[config.mk]
export PLATFORM = sky130hd
export DESIGN_NAME = uart_tx
export DESIGN_NICKNAME = d
export VERILOG_FILES = /design/src/rtl/uart_pkg.sv /design/src/rtl/uart_baud_tick.sv /design/src/rtl/uart_tx.sv
export SDC_FILE = /design/constraint.sdc
export NUM_CORES = 1
export LEC_CHECK = 0
export CAP_MARGIN = 10
export CELL_PAD_IN_SITES_DETAIL_PLACEMENT = 1
export CELL_PAD_IN_SITES_GLOBAL_PLACEMENT = 1
export CORE_MARGIN = 4
export CORE_UTILIZATION = 27
export DETAILED_ROUTE_END_ITERATION = 8
export PLACE_DENSITY_LB_ADDON = 0.1
export SLEW_MARGIN = 10
export SYNTH_ARGS = -nofsm -noshare
export SYNTH_HDL_FRONTEND = slang
export SYNTH_SLANG_ARGS = --single-unit
[constraint.sdc]
create_clock -name src_clk -period 3.4 [get_ports src_clk]
set_clock_uncertainty 0.2 [all_clocks]
set_input_delay 0.85 -clock src_clk [delete_from_list [all_inputs] [get_ports src_clk]]
set_output_delay 0.85 -clock src_clk [all_outputs]
set_load 0.1 [all_outputs]
[src/rtl/uart_pkg.sv]
// Shared UART definitions: FSM encodings, default frame configuration, line constants.
package uart_pkg;

    localparam int unsigned STATE_W = 3;

    localparam logic [2:0] ST_IDLE   = 3'd0;
    localparam logic [2:0] ST_WAIT   = 3'd1;
    localparam logic [2:0] ST_START  = 3'd2;
    localparam logic [2:0] ST_DATA   = 3'd3;
    localparam logic [2:0] ST_PARITY = 3'd4;
    localparam logic [2:0] ST_STOP   = 3'd5;

    localparam int unsigned DEF_DATA_BITS  = 8;
    localparam int unsigned DEF_PARITY_EN  = 0;
    localparam int unsigned DEF_PARITY_ODD = 0;
    localparam int unsigned DEF_STOP_BITS  = 1;

    // Counter widths cover DATA_BITS up to 9 and STOP_BITS up to 2.
    localparam int unsigned BIT_CNT_W  = 4;
    localparam int unsigned STOP_CNT_W = 2;

    localparam logic LINE_IDLE = 1'b1;

endpackage

[src/rtl/uart_baud_tick.sv]
// Rising-edge detector turning the prescaler's baud level into a one-cycle tick.
module uart_baud_tick (
    input  logic src_clk,
    input  logic rst_n,
    input  logic Uart_clk,
    output logic baud_tick_c
);

    logic clk_q;

    // Delayed copy of the baud level for edge detection.
    always_ff @(posedge src_clk) begin
        if (!rst_n) begin
            clk_q <= 1'b0;
        end else begin
            clk_q <= Uart_clk;
        end
    end

    assign baud_tick_c = Uart_clk & ~clk_q;

endmodule

[src/rtl/uart_tx.sv]
// UART transmit serializer: valid/ready word in, LSB-first start/data/parity/stop frame out.
module uart_tx
    import uart_pkg::*;
#(
    parameter int unsigned DATA_BITS  = DEF_DATA_BITS,
    parameter int unsigned PARITY_EN  = DEF_PARITY_EN,
    parameter int unsigned PARITY_ODD = DEF_PARITY_ODD,
    parameter int unsigned STOP_BITS  = DEF_STOP_BITS
) (
    input  logic                 src_clk,
    input  logic                 rst_n,
    input  logic                 Uart_clk,
    input  logic [DATA_BITS-1:0] tx_data,
    input  logic                 tx_valid,
    output logic                 tx_ready,
    output logic                 tx,
    output logic                 tx_busy,
    output logic                 tx_done
);

    logic                  baud_tick_c;
    logic [STATE_W-1:0]    state_q,    state_d;
    logic                  tx_q,       tx_d;
    logic                  ready_q,    ready_d;
    logic                  busy_q,     busy_d;
    logic                  done_q,     done_d;
    logic [DATA_BITS-1:0]  shift_q,    shift_d;
    logic                  par_q,      par_d;
    logic [BIT_CNT_W-1:0]  bit_cnt_q,  bit_cnt_d;
    logic [STOP_CNT_W-1:0] stop_cnt_q, stop_cnt_d;

    uart_baud_tick u_baud_tick (
        .src_clk     (src_clk),
        .rst_n       (rst_n),
        .Uart_clk    (Uart_clk),
        .baud_tick_c (baud_tick_c)
    );

    // State, datapath and registered outputs.
    always_ff @(posedge src_clk) begin
        if (!rst_n) begin
            state_q    <= ST_IDLE;
            tx_q       <= LINE_IDLE;
            ready_q    <= 1'b1;
            busy_q     <= 1'b0;
            done_q     <= 1'b0;
            shift_q    <= '0;
            par_q      <= 1'b0;
            bit_cnt_q  <= '0;
            stop_cnt_q <= '0;
        end else begin
            state_q    <= state_d;
            tx_q       <= tx_d;
            ready_q    <= ready_d;
            busy_q     <= busy_d;
            done_q     <= done_d;
            shift_q    <= shift_d;
            par_q      <= par_d;
            bit_cnt_q  <= bit_cnt_d;
            stop_cnt_q <= stop_cnt_d;
        end
    end

    // Next-state and next-output logic; everything but the accept waits for a baud tick.
    always_comb begin
        state_d    = state_q;
        tx_d       = tx_q;
        ready_d    = ready_q;
        busy_d     = busy_q;
        done_d     = 1'b0;
        shift_d    = shift_q;
        par_d      = par_q;
        bit_cnt_d  = bit_cnt_q;
        stop_cnt_d = stop_cnt_q;

        case (state_q)
            ST_IDLE: begin
                if (tx_valid && ready_q) begin
                    shift_d = tx_data;
                    par_d   = (^tx_data) ^ 1'(PARITY_ODD);
                    ready_d = 1'b0;
                    busy_d  = 1'b1;
                    state_d = ST_WAIT;
                end
            end
            ST_WAIT: begin
                if (baud_tick_c) begin
                    tx_d    = 1'b0;
                    state_d = ST_START;
                end
            end
            ST_START: begin
                if (baud_tick_c) begin
                    tx_d      = shift_q[0];
                    shift_d   = shift_q >> 1;
                    bit_cnt_d = '0;
                    state_d   = ST_DATA;
                end
            end
            ST_DATA: begin
                if (baud_tick_c) begin
                    if (bit_cnt_q < BIT_CNT_W'(DATA_BITS - 1)) begin
                        tx_d      = shift_q[0];
                        shift_d   = shift_q >> 1;
                        bit_cnt_d = bit_cnt_q + BIT_CNT_W'(1);
                    end else if (PARITY_EN != 0) begin
                        tx_d    = par_q;
                        state_d = ST_PARITY;
                    end else begin
                        tx_d       = LINE_IDLE;
                        stop_cnt_d = '0;
                        state_d    = ST_STOP;
                    end
                end
            end
            ST_PARITY: begin
                if (baud_tick_c) begin
                    tx_d       = LINE_IDLE;
                    stop_cnt_d = '0;
                    state_d    = ST_STOP;
                end
            end
            ST_STOP: begin
                if (baud_tick_c) begin
                    if (stop_cnt_q == STOP_CNT_W'(STOP_BITS - 1)) begin
                        ready_d = 1'b1;
                        busy_d  = 1'b0;
                        done_d  = 1'b1;
                        state_d = ST_IDLE;
                    end else begin
                        stop_cnt_d = stop_cnt_q + STOP_CNT_W'(1);
                    end
                end
            end
            default: begin
                state_d = ST_IDLE;
            end
        endcase
    end

    assign tx       = tx_q;
    assign tx_ready = ready_q;
    assign tx_busy  = busy_q;
    assign tx_done  = done_q;

endmodule

==> results.yml <==
run_status:
  outcome: "finished clean"
route:
  ant_nets: 0
  finalWirelength_um: 2610
  drc: 0
  first_iter_violations: 42
  first_pass_iters: 3
  via_per_inst: 5.09
  dr_total_vias: 952
  wire_per_inst_um: 14.0
timing:
  period_share_pct: 69.0
  relSlewSlack_pct: 47.9
  grt_setup_unrepaired: "no"
  setup_violations: 0
  hold_viol_final: 0
  period_needed_ns: 2.35
  worstMarginPinSlew_ns: 0.780
  fmax_mhz: 426
  layout_setup_ws_ns: 1.05
  drv_slew: 0
  fin_tns_setup_ns: 0
floorplan:
  num_rows: 23
  die-area_sq_um: 5210
  start_util_pct: 27.8
  core_sq_um: 4000
  die-height_um: 72.2
  die_w_um: 72.2
  ioPinCount: 16
synth:
  yosysSeqAreaShare_pct: 39.6
  netlist-cell-type-count: 32
  synth_commonest_cells: "dfxtp_1 (22), a21oi_1 (13), o21ai_0 (11)"
  netlist_area_sq_um: 1110
  synth_edf_count: 0
  synth.top_cell.area_share_pct: 39.6
  async_reset_ff_share_pct: 0
  syn-instance-count: 127
  yosysWarnings: 0
  ys.flop_type: "dfxtp_1"
  synthTopCellsByArea: "dfxtp_1 (40%), mux2i_1 (8.1%), a21oi_1 (5.9%), o21ai_0 (5.0%), or3_1 (3.9%)"
  synth_seq_cells: 22
  syn_avg_cell_area_sq_um: 8.75
  synth_most_common_cell: "dfxtp_1"
  synth_nets: 141
  synth_top_cell_by_area: "dfxtp_1"
clocking:
  cts_hold_repair.buffers: 0
  post_cts_buffers: 0
  cts_root_buf: "clkbuf_8"
  cts.sinks: 22
  clk_path_buf_depth: 2
  htreeDepth: 1
  post_cts_resized: 0
  cts_tree: "done"
  numCtsBuffers: 3
  clock_latency_ns: 0.26
  cts.clk_slew.worst_paths_ns: 0.08
placement:
  gp_congestion: 0.694
  dpl_cell_area_sq_um: 1270
  place_hpwl_um: 1810
  dp_slack_ns: 0.768
  port_buffers: 15
layout:
  drive_gt1_share_pct: 7.30
  multiInputGateArea_sq_um: 602
  filler_cell_count: 484
  num-nets-final: 153
  seq_area_sq_um: 440
  diodes: 0
  final_cell_area_sq_um: 1310
  area_growth_pct: 17.8
power:
  ir_drop_mv: 0.133
  power.density_nw_per_um2: 440
  p_leak_nw: 0.463
setup_path:
  worstSetupPathType: "input port to flop"
  crit_required_ns: 3.39
  cp-start-kind: "input port"
  crit_path_end_kind: "flop"
  arrival_ns: 2.34
  worstPathMaxFanout: 7
grt:
  grt_max_degree: 26
  grt_pass1_vias: 1035
  grt-ovfl-total: 0
  antenna_found_initial: 0
  grt_pass1_wl_um: 4750
  grtUsageTotal_pct: 11.5
hold_path:
  hold_class: "flop to flop"
run:
  drv_cap: 0
metrics by stage:
step | total power, W | hold slack, ns | instances | utilization (%)
finish | 0.000576 | 0.249 | 187 | 32.7
global route | 0.000614 | 0.287 | 187 | 32.7
CTS | 0.000588 | 0.259 | 187 | 32.7
detailed placement | 0.000420 | 0.246 | 184 | 31.7
global placement | 0.000417 | 0.234 | 184 | 31.7
floorplan | 0.000389 | 0.238 | 127 | -
registers in the layout, indices dropped and copies added (netlist names):
| name | count |
|---|---|
| shift_q | 8 |
| stop_cnt_q | 2 |
| tx_done | 1 |
| tx_ready | 1 |
| tx_busy | 1 |
| tx | 1 |
| bit_cnt_q | 4 |
| u_baud_tick.clk_q | 1 |
| state_q | 3 |
worst paths after layout:
path	from	endpoint	slack, ns	cells after the start
max	Uart_clk	bit_cnt_q[1]$_SDFFE_PN0P_	1.05	5
min	tx_busy$_SDFFE_PN0P_	tx_busy$_SDFFE_PN0P_	0.25	2
max reg2reg	state_q[1]$_SDFFE_PN0P_	shift_q[5]$_SDFFE_PN0P_	1.27	4
min reg2reg	tx_busy$_SDFFE_PN0P_	tx_busy$_SDFFE_PN0P_	0.25	2
report_power, final:
group	total, W	switching (W)	internal (W)
combinational	0.000119	0.0000692	0.0000493
sequential	0.000294	0.0000192	0.000274
clock	0.000164	0.0000849	0.0000791
total	0.000576	0.000173	0.000403
per-layer routing:
layer | global-route usage [%] | wire [um] | vias up
met3 | 2.77 | 73 | 4
met1 | 15.3 | 1310 | 455
met5 | 0 | 0 | -
met4 | 5.85 | 49 | 0
li1 | - | - | 480
met2 | 17.3 | 1180 | 13
logic make-up (layout without fill, tap and decap cells):
kind of cell / Yosys count / in the layout / synth area share, %
DFF: 22 / 22 / 39.6
and+or+nand+nor: 40 / 40 / 20.8
adders and majority gates: 2 / 2 / 2.25
buffers and inverters: 14 / 24 / 6.19
muxes: 9 / 9 / 8.11
AOI/OAI and AO/OA: 39 / 39 / 22.2
xor gates and xnor gates: 1 / 1 / 0.788
placed cells by master, fill, tap and decap left out, drive strengths merged, types with 2 or more instances in the layout:
master         count
a31oi              4
o211ai             2
nor2               4
clkbuf             3
inv                6
a21o               2
nand2b             5
nand3              4
or3                7
nand4              2
ha                 2
nand3b             2
mux2i              9
nand4bb            2
nor2b              3
clkdlybuf4s50     11
a21oi             13
o21ai             11
buf                4
a2bb2oi            2
nand2              7
dfxtp             22
cell type report:
| cell class | count | area share [%] |
|---|---|---|
| timing repair buffer | 15 | 10.7 |
| sequential | 22 | 33.7 |
| tap | 50 | 4.78 |
| clock buffer | 3 | 3.15 |
| inverter | 6 | 1.72 |
| multi-input combinational | 91 | 46.0 |
worst max-delay path: stages:
cell and delay [ns]:
clkdlybuf4s50_1 0.52, nand2b_1 0.19, a211oi_1 0.46, nand4_1 0.14, a21oi_1 0.17
No activity file was read; power rests on OpenSTA's default activity.
